**src/rtl/eth_udp_rx.sv**
```systemverilog
// Receive-side Ethernet/IPv4/UDP filter: parses each frame byte by byte and forwards
// the UDP payload of datagrams addressed to this station on a small range of ports.
module eth_udp_rx #(
  parameter logic [47:0] FPGA_MAC     = 48'h00_1A_2B_3C_4D_5E,
  parameter logic [31:0] FPGA_IP      = 32'hC0_00_02_92,
  parameter logic [15:0] PORT_BASE    = 16'd5005,
  parameter int          NUM_PORTS    = 4,
  parameter bit          ACCEPT_BCAST = 1'b1
) (
  input  logic        clk,
  input  logic        resetn,
  input  logic [7:0]  rx_byte,
  input  logic        rx_valid,
  input  logic        rx_start,
  input  logic        rx_end,
  output logic [7:0]  m_data,
  output logic        m_valid,
  output logic        m_last,
  output logic [3:0]  m_chan,
  output logic        m_abort,
  output logic [15:0] accept_cnt,
  output logic [15:0] drop_cnt
);

  typedef enum logic [2:0] {IDLE, ETH_HDR, IP_HDR, UDP_HDR, PAYLOAD, DRAIN} state_t;

  localparam logic [16:0] PORT_END = {1'b0, PORT_BASE} + 17'(NUM_PORTS);

  function automatic logic [7:0] mac_byte(input logic [2:0] idx);
    logic [47:0] sh;
    sh = FPGA_MAC << {idx, 3'b000};
    return sh[47:40];
  endfunction

  function automatic logic [7:0] ip_byte(input logic [1:0] idx);
    logic [31:0] sh;
    sh = FPGA_IP << {idx, 3'b000};
    return sh[31:24];
  endfunction

  // One's-complement add; a single end-around fold is enough for two 16-bit operands.
  function automatic logic [15:0] csum_add(input logic [15:0] a, input logic [15:0] b);
    logic [16:0] s;
    s = {1'b0, a} + {1'b0, b};
    return s[15:0] + {15'd0, s[16]};
  endfunction

  function automatic logic [15:0] sat_inc(input logic [15:0] c);
    return (c == 16'hFFFF) ? c : c + 16'd1;
  endfunction

  state_t      state_r;
  logic [5:0]  cnt_r;
  logic        mac_ok_r, bc_ok_r, type_ok_r;
  logic        ver_ok_r, frag_ok_r, proto_ok_r, dip_ok_r;
  logic [3:0]  ihl_r;
  logic [15:0] total_len_r, csum_r, dport_r, ulen_r, remain_r;
  logic [7:0]  hi_r;

  logic [15:0] word_sum_s, chan_full_s;
  logic        ip_last_s, dip_ok_s, ip_pass_s, udp_pass_s;

  // Decisions taken on the byte currently presented, before it is registered.
  always_comb begin
    word_sum_s  = csum_add(csum_r, {hi_r, rx_byte});
    ip_last_s   = (cnt_r != 6'd0) && (cnt_r == {ihl_r - 4'd1, 2'b11});
    dip_ok_s    = dip_ok_r && !((cnt_r[5:2] == 4'd4) && (rx_byte != ip_byte(cnt_r[1:0])));
    ip_pass_s   = ver_ok_r && (ihl_r >= 4'd5) && proto_ok_r && frag_ok_r && dip_ok_s &&
                  (word_sum_s == 16'hFFFF);
    udp_pass_s  = (dport_r >= PORT_BASE) && ({1'b0, dport_r} < PORT_END) &&
                  (ulen_r >= 16'd8) &&
                  (({1'b0, ulen_r} + {11'd0, ihl_r, 2'b00}) <= {1'b0, total_len_r});
    chan_full_s = dport_r - PORT_BASE;
  end

  // Parser FSM, header field capture, output beats and statistics counters.
  always_ff @(posedge clk or negedge resetn) begin
    if (!resetn) begin
      state_r     <= IDLE;
      cnt_r       <= 6'd0;
      mac_ok_r    <= 1'b0;
      bc_ok_r     <= 1'b0;
      type_ok_r   <= 1'b0;
      ver_ok_r    <= 1'b0;
      frag_ok_r   <= 1'b0;
      proto_ok_r  <= 1'b0;
      dip_ok_r    <= 1'b0;
      ihl_r       <= 4'd0;
      total_len_r <= 16'd0;
      csum_r      <= 16'd0;
      dport_r     <= 16'd0;
      ulen_r      <= 16'd0;
      remain_r    <= 16'd0;
      hi_r        <= 8'd0;
      m_data      <= 8'd0;
      m_valid     <= 1'b0;
      m_last      <= 1'b0;
      m_chan      <= 4'd0;
      m_abort     <= 1'b0;
      accept_cnt  <= 16'd0;
      drop_cnt    <= 16'd0;
    end else begin
      m_valid <= 1'b0;
      m_last  <= 1'b0;
      m_abort <= 1'b0;
      if (rx_valid && rx_start) begin
        if (state_r == PAYLOAD) begin
          m_abort  <= 1'b1;
          drop_cnt <= sat_inc(drop_cnt);
        end
        state_r  <= ETH_HDR;
        cnt_r    <= 6'd1;
        mac_ok_r <= (rx_byte == mac_byte(3'd0));
        bc_ok_r  <= ACCEPT_BCAST && (rx_byte == 8'hFF);
      end else begin
        case (state_r)
          IDLE: begin
            cnt_r <= 6'd0;
          end
          ETH_HDR: begin
            if (rx_valid) begin
              cnt_r <= cnt_r + 6'd1;
              if (cnt_r < 6'd6) begin
                mac_ok_r <= mac_ok_r && (rx_byte == mac_byte(cnt_r[2:0]));
                bc_ok_r  <= bc_ok_r && (rx_byte == 8'hFF);
              end
              if (cnt_r == 6'd12) type_ok_r <= (rx_byte == 8'h08);
              if (cnt_r == 6'd13) begin
                if ((mac_ok_r || bc_ok_r) && type_ok_r && (rx_byte == 8'h00)) begin
                  state_r  <= IP_HDR;
                  cnt_r    <= 6'd0;
                  csum_r   <= 16'd0;
                  dip_ok_r <= 1'b1;
                end else begin
                  state_r <= DRAIN;
                end
              end
            end
          end
          IP_HDR: begin
            if (rx_valid) begin
              cnt_r    <= cnt_r + 6'd1;
              dip_ok_r <= dip_ok_s;
              if (cnt_r[0]) csum_r <= word_sum_s;
              else          hi_r   <= rx_byte;
              if (cnt_r == 6'd0) begin
                ver_ok_r <= (rx_byte[7:4] == 4'd4);
                ihl_r    <= rx_byte[3:0];
              end
              if (cnt_r == 6'd2) total_len_r[15:8] <= rx_byte;
              if (cnt_r == 6'd3) total_len_r[7:0]  <= rx_byte;
              // Byte 6 carries MF and the top of the fragment offset; both must be clear.
              if (cnt_r == 6'd6) frag_ok_r  <= (rx_byte[5:0] == 6'd0);
              if (cnt_r == 6'd7) frag_ok_r  <= frag_ok_r && (rx_byte == 8'd0);
              if (cnt_r == 6'd9) proto_ok_r <= (rx_byte == 8'd17);
              if (ip_last_s) begin
                if (ip_pass_s) begin
                  state_r <= UDP_HDR;
                  cnt_r   <= 6'd0;
                end else begin
                  state_r  <= DRAIN;
                  drop_cnt <= sat_inc(drop_cnt);
                end
              end
            end
          end
          UDP_HDR: begin
            if (rx_valid) begin
              cnt_r <= cnt_r + 6'd1;
              if (cnt_r == 6'd2) dport_r[15:8] <= rx_byte;
              if (cnt_r == 6'd3) dport_r[7:0]  <= rx_byte;
              if (cnt_r == 6'd4) ulen_r[15:8]  <= rx_byte;
              if (cnt_r == 6'd5) ulen_r[7:0]   <= rx_byte;
              if (cnt_r == 6'd7) begin
                if (!udp_pass_s) begin
                  state_r  <= DRAIN;
                  drop_cnt <= sat_inc(drop_cnt);
                end else if (ulen_r == 16'd8) begin
                  state_r    <= DRAIN;
                  accept_cnt <= sat_inc(accept_cnt);
                end else begin
                  state_r  <= PAYLOAD;
                  m_chan   <= chan_full_s[3:0];
                  remain_r <= ulen_r - 16'd8;
                end
              end
            end
          end
          PAYLOAD: begin
            if (rx_valid) begin
              m_data   <= rx_byte;
              m_valid  <= 1'b1;
              remain_r <= remain_r - 16'd1;
              if (remain_r == 16'd1) begin
                m_last     <= 1'b1;
                accept_cnt <= sat_inc(accept_cnt);
                state_r    <= DRAIN;
              end
            end
          end
          DRAIN: begin
            cnt_r <= 6'd0;
          end
          default: begin
            state_r <= IDLE;
          end
        endcase
        // Carrier drop: a byte arriving with it was already handled above.
        if (rx_end) begin
          if ((state_r == PAYLOAD) && !(rx_valid && (remain_r == 16'd1))) begin
            m_abort  <= 1'b1;
            drop_cnt <= sat_inc(drop_cnt);
          end
          state_r <= IDLE;
        end
      end
    end
  end

endmodule

```
**config.mk**
```make
export PLATFORM = sky130hd
export DESIGN_NAME = eth_udp_rx
export DESIGN_NICKNAME = d
export VERILOG_FILES = /design/src/rtl/eth_udp_rx.sv
export SDC_FILE = /design/constraint.sdc
export NUM_CORES = 1
export LEC_CHECK = 0
export ABC_CLOCK_PERIOD_IN_PS = 4900
export CAP_MARGIN = 20
export CORE_MARGIN = 2
export CORE_UTILIZATION = 35
export DETAILED_ROUTE_END_ITERATION = 7
export GPL_TIMING_DRIVEN = 1
export PLACE_DENSITY = 0.59
export SYNTH_ARGS = -nofsm -noshare
export SYNTH_HDL_FRONTEND = slang
export SYNTH_SLANG_ARGS = --single-unit
```
**constraint.sdc**
```tcl
create_clock -name clk -period 4.9 [get_ports clk]
set_input_delay 0.98 -clock clk [delete_from_list [all_inputs] [get_ports clk]]
set_output_delay 0.98 -clock clk [all_outputs]
set_load 0.03 [all_outputs]
```
==> results.ini, run 1 <==
[worst_setup_path]
critPathKind=in2reg
reg2reg_to=drop_cnt[8]$_DFFE_PN0P_
critPathArrivalTime_ns=5.05
startpoint=rx_byte[1]
crit_required_ns=5.21
worstSetupEndpointType=register
rr_startpoint=csum_r[0]$_DFFE_PN0P_
reg2reg_slack_ns=0.36
cp-start-kind=primary input
worstPathMaxFanout=6
rr_worst_depth=24

[clocking]
clock-sinks=155
cts_buffer_depth=2
cts_hold_buf=0
cts-root-buf=clkbuf_16
htree_levels=4
cts_tree=done
path_clk_slew_ns=0.07
cts_buffers=17
clock_latency_ns=0.42

[grt]
antenna_found_initial=1
grt_pass1_vias=8632
track_usage_pct=19.0
grt_overflow=0
grt_max_degree=96
grt_pass1_wl_mm=46.7

[floorplan]
fp.coreArea_mm2=0.0289
die-area_mm2=0.0310
initial_core_util_pct=35.8
ioPinCount=60
rows=62
die_h_um=176
die_x_um=176

[drt]
totalWireLength_mm=29.2
vias_per_cell=5.43
drtIter0Drc=692
vias=9106
wl_per_cell_um=17.5
postRouteAntennaNets=0
drc=0
dr.pass1.iters=5

[synth]
yosys_warnings=0
synth-edff-count=0
synthFlopType=dfrtp_1
synth-seq-cells=155
async_reset_ff_share_pct=100
netlist-cell-type-count=81
synth.most_common_cell=dfrtp_1
synth_common_cells=dfrtp_1, nand2_1, nor2_1
synth_top_area_cell=dfrtp_1
syn-num-nets=1227
synth_cells=1161
synth_area_leaders=dfrtp_1, mux2_2, ha_1
ys_seq_area_share_pct=37.5
synth_area_mm2=0.0103
yosysTopAreaCellShare_pct=37.5
avgSynthCellArea_um2=8.91

[placed_design]
pre_cts_slack_ns=-0.885
placed_area_mm2=0.0119
gp_congestion=0.909
post-dp-hpwl_mm=20.9
io_buffers=59
place_inst=1634

[timing]
clock.fmax_ghz=0.211
setup_slack_ns=0.161
drv_slew=0
fin_crit_ns=4.74
period_share_pct=96.7
worst_pin_slew_ns=0.907
setup_viol=0
hold_viol=0
maxSlewHeadroom_pct=39.5
whs_ns=0.484
fin_skew_ns=0.0123

[flow_run]
maxCapViolCount=0

[pwr]
p_per_area_mw_per_mm2=245
max-vdd-ir-drop_mv=0.188
p_leak_nw=5.77
finalPower_mw=3.13

[hold_path]
holdPathEnd=remain_r[15]$_DFFE_PN0P_
hold_depth=1
min-delay-start=remain_r[15]$_DFFE_PN0P_
hp-class=reg2reg

[layout]
multiInputGateArea_mm2=0.00636
fin_cells=1676
area_delta_synth_final_pct=23.6
final_cell_area_mm2=0.0128
seq_area_mm2=0.00388
fin_nets=1346
diodes=0
drive_above_1_share_pct=18.9
n_fill_cell=2800

[status]
status=finished clean

## worst max-delay path: stages
cell           delay, ns
dlygate4sd2_1       0.23
inv_2               0.05
fa_2                0.36
nor2b_4             0.15
o2111ai_4           0.16
a211oi_2            0.23
o21a_1              0.17
o21ai_2             0.06
a21oi_1             0.13
o21ai_1             0.08
nand2b_1            0.13
ha_4                0.17
nand3_2             0.07
nand4b_1            0.28
nor2_2              0.21
nand3_2             0.11
o31a_1              0.31
o2111ai_4           0.24
o21bai_4            0.13
buf_6               0.16
buf_6               0.12
nand2_2             0.06
o211ai_1            0.09
a221o_1             0.37
## routing by layer
| layer | GRT usage [%] | up-vias | wire [um] |
|---|---|---|---|
| li1 | - | 4423 | - |
| met1 | 27.3 | 4389 | 14100 |
| met2 | 29.2 | 268 | 13000 |
| met3 | 4.35 | 24 | 1810 |
| met4 | 4.41 | 2 | 370 |
| met5 | 0 | - | 13 |
## where the power goes
part / total, mW / internal (mW) / switching [mW] / leakage, nW
logic: 0.398 / 0.148 / 0.251 / 3.35
registers: 1.38 / 1.32 / 0.0587 / 2.14
clock network: 1.35 / 0.812 / 0.540 / 0.286
total: 3.13 / 2.28 / 0.849 / 5.77
## what timing repair did
item                       in CTS  in global routing
buffers inserted                3                  8
setup endpoints to repair      24                 23
pin swaps                      17                 27
resized for setup              20                 27
## worst max path at each step
| stage | slack [ns] | depth (start not counted) | endpoint |
|---|---|---|---|
| 2_1_floorplan | -0.06 | 22 | drop_cnt[12]$_DFFE_PN0P_ |
| 4_1_cts | 0.02 | 24 | cnt_r[0]$_DFFE_PN0P_ |
| 3_3_place_gp | -0.83 | 23 | drop_cnt[12]$_DFFE_PN0P_ |
| 5_1_grt | -0.07 | 24 | drop_cnt[8]$_DFFE_PN0P_ |
| 3_5_place_dp | -0.89 | 25 | cnt_r[0]$_DFFE_PN0P_ |
| 6_report | 0.16 | 24 | drop_cnt[8]$_DFFE_PN0P_ |
## cell families (layout without fill, tap and decap cells)
logic type      Yosys count  after routing  share of synthesized area, %
buf+inv                  97            228                          3.67
fa+ha+maj                53             53                          6.55
simple gates            441            441                          21.0
flops                   155            155                          37.5
compound gates          269            269                          17.1
mux                      72             72                          7.79
xor+xnor                 74             74                          6.40
## through the flow
stage,util (%),setup TNS [ns]
floorplan,-,-0.183
global placement,41.2,-17.31
detailed placement,41.2,-17.99
CTS,43.5,0
global route,44.2,-0.257
finish,44.2,0
## state kept, by name (all words and copies together), names as in the netlist, 6 cells and up
signal and cells:
accept_cnt 16, cnt_r 6, csum_r 16, dport_r 16, drop_cnt 16, hi_r 8
m_data 8, remain_r 16, total_len_r 16, ulen_r 16
## final cells by class
class / count / share of cell area, %
tap: 384 / 3.76
timing repair buffer: 154 / 10.4
sequential: 155 / 30.3
multi-input combinational: 909 / 49.7
inverter: 43 / 1.26
clock buffer: 20 / 3.49
clock inverter: 11 / 1.14
## cell usage in the layout, fill, tap and decap left out, drive strengths merged, types with 7 or more instances in the layout
| master | count |
|---|---|
| o21a | 9 |
| a31oi | 10 |
| and3 | 16 |
| and2 | 12 |
| nand2 | 120 |
| and4 | 7 |
| nor4 | 11 |
| nor2b | 13 |
| a21oi | 50 |
| dfrtp | 155 |
| o21ai | 95 |
| mux2 | 68 |
| ha | 51 |
| clkbuf | 20 |
| or3 | 16 |
| nand4 | 20 |
| xor2 | 36 |
| o211ai | 9 |
| nor2 | 107 |
| clkdlybuf4s50 | 51 |
| inv | 43 |
| buf | 97 |
| nand2b | 10 |
| a21o | 19 |
| xnor2 | 37 |
| nor3 | 35 |
| a211oi | 12 |
| nand3 | 49 |
(Power assumes the default switching activity.)
==> inputs of run 2 (changes only) <==
ABC_CLOCK_PERIOD_IN_PS = 5200   (was 4900)
CAP_MARGIN = unset   (was 20)
clock period = 5.2 ns   (was 4.9 ns; I/O delays follow)
==> results.ini, run 2 (synthesized netlist as in run 1, its figures left out) <==
[status]
status=finished clean  ; unchanged

[worst_setup_path]
critPathArrivalTime_ns=5.25  ; was 5.05 ns
crit_top_cell=o21ai_1
cp_slowest_stage_delay_ns=0.55  ; was 0.37 ns
cp-start-kind=primary input  ; unchanged
crit_required_ns=5.51  ; was 5.21 ns
critPathTopFamily=compound AO/OA/AOI/OAI gates  ; unchanged
worstSetupEndpointType=register  ; unchanged
critPathKind=in2reg  ; unchanged
cp_num_buf_inv=3  ; was 4
cpMaxStageDelayCell=clkdlybuf4s50_1  ; was a221o_1
worstPathMaxFanout=7  ; was 6

[clocking]
path_clk_slew_ns=0.08  ; was 0.07 ns
cts-root-buf=clkbuf_16  ; unchanged
htree_levels=4  ; unchanged
cts_hold_buf=0  ; unchanged
clock-sinks=155  ; unchanged
cts_buffer_depth=2  ; unchanged
cts_tree=done  ; unchanged
clock_latency_ns=0.45  ; was 0.42 ns
cts_buffers=17  ; unchanged

[layout]
fin_nets=1333  ; was 1,346
drive_above_1_share_pct=17.0  ; was 18.9%
diodes=0  ; unchanged
area_delta_synth_final_pct=21.6  ; was 23.6%
final_util_pct=43.5  ; was 44.2%
most-common-layout-cells=dfrtp_1, nand2_1, nor2_1  ; unchanged
final_common_cell=dfrtp_1  ; unchanged

[pwr]
p_int_mw=2.05  ; was 2.28 mW
power.switching_uw=945  ; was 849 uW
power_frac_seq_pct=43.4  ; was 44.1%
max-vdd-ir-drop_mv=0.173  ; was 0.188 mV
swShare_pct=31.5  ; was 27.1%
pwr-share-clk_pct=44.2  ; was 43.2%
p_leak_nw=5.68  ; was 5.77 nW
p_per_area_mw_per_mm2=238  ; was 245 mW/mm2
pwr-share-comb_pct=12.4  ; was 12.7%

[floorplan]
die-area_mm2=0.0310  ; unchanged
die_h_um=176  ; unchanged
fp.coreArea_mm2=0.0289  ; unchanged
ioPinCount=60  ; unchanged
rows=62  ; unchanged
die_x_um=176  ; unchanged
initial_core_util_pct=35.8  ; unchanged

[grt]
antenna_found_initial=0  ; was 1
grt_pass1_wl_mm=47.2  ; was 46.7 mm
grt_pass1_vias=8767  ; was 8,632
track_usage_pct=19.2  ; was 19.0%
grt_overflow=0  ; unchanged
grt_max_degree=94  ; was 96

[drt]
totalWireLength_mm=29.3  ; was 29.2 mm
drc=0  ; unchanged
postRouteAntennaNets=0  ; unchanged
drtIter0Drc=719  ; was 692
wl_per_cell_um=17.6  ; was 17.5 um
dr.pass1.iters=7  ; was 5
vias_per_cell=5.50  ; was 5.43
vias=9156  ; was 9,106

[timing]
clock.fmax_ghz=0.202
whs_ns=0.482  ; was 0.484 ns
fin_skew_ns=0.0219  ; was 0.0123 ns
period_share_pct=95.0
fin_crit_ns=4.94
setup_slack_ns=0.259  ; was 0.161 ns
maxSlewHeadroom_pct=41.6  ; was 39.5%
hold_viol=0  ; unchanged
worst_pin_slew_ns=0.875  ; was 0.907 ns
rsz0062_at_grt=false
drv_slew=0  ; unchanged
setup_viol=0  ; unchanged
tns_ns=0  ; unchanged

[placed_design]
pre_cts_slack_ns=-0.604  ; was -0.885 ns
io_buffers=59  ; unchanged
post-dp-hpwl_mm=21.0  ; was 20.9 mm
gp_congestion=0.892  ; was 0.909

[hold_path]
hp-class=reg2reg  ; unchanged

[flow_run]
maxCapViolCount=0  ; unchanged

[run 2: final cells by class]
class                   count  area (um2)
inverters                  43         161
fillers                  2834       16400
well taps                 384         480
clock buffers              17         425
multi-input cells         909        6220
flip-flops and latches    155        3880
repair buffers            141        1210
clock inverters            15         204
[run 2: final timing paths]
| check | from | endpoint | slack, ns | depth (start not counted) |
|---|---|---|---|---|
| max reg2reg | ihl_r[0]$_DFFE_PN0P_ | accept_cnt[12]$_DFFE_PN0P_ | 0.47 | 20 |
| max | rx_byte[2] | drop_cnt[6]$_DFFE_PN0P_ | 0.26 | 25 |
| min in group asynchronous | resetn | m_chan[1]$_DFFE_PN0P_ | 0.68 | 1 |
| max in group asynchronous | resetn | csum_r[6]$_DFFE_PN0P_ | 3.45 | 2 |
| min | dport_r[9]$_DFFE_PN0P_ | dport_r[9]$_DFFE_PN0P_ | 0.48 | 2 |
| min reg2reg | dport_r[9]$_DFFE_PN0P_ | dport_r[9]$_DFFE_PN0P_ | 0.48 | 2 |
[run 2: what timing repair did]
item | 4_1_cts | 5_1_grt
setup buffers | 4 | 2
gates resized for setup | 10 | 18
endpoints found under the setup margin | 18 | 24
pin swaps | 10 | 21
[run 2: per-layer routing]
| metal | global-route usage (%) | wire (um) | up-vias |
|---|---|---|---|
| met3 | 3.70 | 1600 | 44 |
| met4 | 6.27 | 580 | 0 |
| met5 | 0 | 0 | - |
| met1 | 27.0 | 14100 | 4434 |
| li1 | - | - | 4430 |
| met2 | 29.7 | 13000 | 248 |
[run 2: worst register-to-register path: stages (launching register included)]
cell and delay, ns:
dfrtp_1 0.44, ha_1 0.25, fa_1 0.41, a21o_1 0.20
a21oi_1 0.30, nor2_1 0.14, nand2_1 0.10, xnor2_1 0.13
ha_1 0.27, a21o_1 0.18, a21o_1 0.17, a21oi_1 0.13
o21ai_0 0.10, a41oi_1 0.23, o21ai_1 0.28, o32a_1 0.38
nor2_1 0.12, buf_4 0.18, and2_1 0.31, nand4_1 0.16
xnor2_1 0.14
[run 2: power groups by stage]
stage	combinational, mW	sequential (mW)	clock, mW
detailed placement	0.367	1.32	0
floorplan	0.217	1.32	0
CTS	0.370	1.30	1.35
finish	0.373	1.30	1.32
global route	0.415	1.31	1.40
global placement	0.364	1.32	0
[run 2: through the flow]
step	cell area, um2	cells	total power, mW
finish	12600	1664	3.00
global route	12600	1664	3.13
CTS	12500	1662	3.02
detailed placement	11800	1626	1.69
global placement	11800	1626	1.68
floorplan	10400	1161	1.54
==> inputs of run 3 (changes only) <==
SKIP_CTS_REPAIR_TIMING = 1   (was unset)
==> results.ini, run 3 (synthesized netlist as in run 1, its figures left out) <==
[status]
status=finished clean  ; unchanged

[clocking]
clock-sinks=155  ; unchanged
cts_buffer_depth=2  ; unchanged
cts-root-buf=clkbuf_16  ; unchanged
cts_tree=done  ; unchanged
clock_latency_ns=0.45  ; about the same
cts_buffers=17  ; unchanged
path_clk_slew_ns=0.07  ; was 0.08 ns
htree_levels=4  ; unchanged

[layout]
diodes=0  ; unchanged
fin_cells=1661  ; was 1,664
final_common_cell=dfrtp_1  ; unchanged
fin_nets=1330  ; was 1,333
drive_above_1_share_pct=17.1  ; was 17.0%
final_cell_area_mm2=0.0127  ; was 0.0126 mm2
most-common-layout-cells=dfrtp_1, nand2_1, nor2_1  ; unchanged
area_delta_synth_final_pct=22.3  ; was 21.6%
final_util_pct=43.7  ; was 43.5%

[worst_setup_path]
cp.depth=25  ; unchanged
worstSetupEndpointType=register  ; unchanged
worstPathMaxFanout=7  ; unchanged
critPathKind=in2reg  ; unchanged
cp_slowest_stage_delay_ns=0.53  ; was 0.55 ns
critPathArrivalTime_ns=5.31  ; was 5.25 ns
cp-start-kind=primary input  ; unchanged
cp_num_buf_inv=3  ; unchanged
crit_required_ns=5.51  ; about the same
cpMaxStageDelayCell=clkdlybuf4s50_1  ; unchanged
rr_worst_depth=20  ; unchanged
critPathTopFamily=compound AO/OA/AOI/OAI gates  ; unchanged

[timing]
whs_ns=0.482  ; about the same
drv_slew=0  ; unchanged
maxSlewHeadroom_pct=41.0  ; was 41.6%
hold_viol=0  ; unchanged
clock.fmax_ghz=0.200  ; was 0.202 GHz
tns_ns=0  ; unchanged
worst_pin_slew_ns=0.885  ; was 0.875 ns
setup_slack_ns=0.204  ; was 0.259 ns
fin_skew_ns=0.0210  ; was 0.0219 ns
fin_crit_ns=5.00  ; was 4.94 ns
setup_viol=0  ; unchanged
period_share_pct=96.1  ; was 95.0%

[drt]
totalWireLength_mm=29.3  ; about the same
drc=0  ; unchanged
vias_per_cell=5.53  ; was 5.50
drtIter0Drc=751  ; was 719
dr.pass1.iters=5  ; was 7
postRouteAntennaNets=0  ; unchanged
wl_per_cell_um=17.7  ; was 17.6 um
vias=9184  ; was 9,156

[floorplan]
die-area_mm2=0.0310  ; unchanged
initial_core_util_pct=35.8  ; unchanged
die_x_um=176  ; unchanged
rows=62  ; unchanged
ioPinCount=60  ; unchanged
die_h_um=176  ; unchanged
fp.coreArea_mm2=0.0289  ; unchanged

[placed_design]
placed_area_mm2=0.0118  ; unchanged
pre_cts_slack_ns=-0.604  ; unchanged
io_buffers=59  ; unchanged
gp_congestion=0.892  ; unchanged
post-dp-hpwl_mm=21.0  ; unchanged
place_inst=1626  ; unchanged

[grt]
antenna_found_initial=0  ; unchanged
grt_pass1_vias=8713  ; was 8,767
grt_overflow=0  ; unchanged
grt_max_degree=94  ; unchanged
grt_pass1_wl_mm=47.0  ; was 47.2 mm
track_usage_pct=19.1  ; was 19.2%

[pwr]
finalPower_mw=3.00  ; about the same
p_leak_nw=5.69  ; was 5.68 nW
max-vdd-ir-drop_mv=0.174  ; was 0.173 mV
p_per_area_mw_per_mm2=237  ; was 238 mW/mm2

[hold_path]
hold_depth=2  ; unchanged
hp-class=reg2reg  ; unchanged

[flow_run]
maxCapViolCount=0  ; unchanged

[run 3: changes by cell type in the layout (fill, tap and decap cells not counted), moves of 2 or more]
| cell | before | now |
|---|---|---|
| ha_1 | 48 | 45 |
| ha_2 | 2 | 0 |
| buf_4 | 80 | 76 |
| buf_6 | 3 | 5 |
| clkdlybuf4s50_1 | 56 | 54 |
| ha_4 | 1 | 6 |
| dlymetal6s2s_1 | 1 | 3 |
[run 3: tightest hold or removal path: stages, from the launching register on]
cell	delay, ns
dfrtp_1	0.34
nand2_1	0.05
o21ai_0	0.06
[run 3: area by class of cell]
cell class,instances,area (um2)
clock buffers,17,425
clock inverters,15,204
fillers,2815,16300
inverters,43,161
multi-input cells,909,6300
flip-flops and latches,155,3880
well taps,384,480
repair buffers,138,1200
[run 3: worst paths after layout]
path,startpoint,to,slack [ns]
max in group asynchronous,resetn,csum_r[6]$_DFFE_PN0P_,3.45
hold / removal,dport_r[9]$_DFFE_PN0P_,dport_r[9]$_DFFE_PN0P_,0.48
setup / recovery,rx_byte[7],drop_cnt[6]$_DFFE_PN0P_,0.20
hold reg to reg,dport_r[9]$_DFFE_PN0P_,dport_r[9]$_DFFE_PN0P_,0.48
setup reg to reg,ihl_r[0]$_DFFE_PN0P_,accept_cnt[12]$_DFFE_PN0P_,0.48
min in group asynchronous,resetn,m_chan[1]$_DFFE_PN0P_,0.69
[run 3: layer usage]
layer / GRT usage, % / wire length (um)
met1: 27.0 / 14000
met4: 6.27 / 543
met2: 29.4 / 13000
met3: 3.70 / 1780
met5: 0 / 0
[run 3: power by group]
group          total (mW)  internal, mW  leakage, nW  switching, mW
logic               0.376         0.140         3.25          0.236
clock network        1.32         0.669        0.303          0.655
registers            1.30          1.25         2.14         0.0557
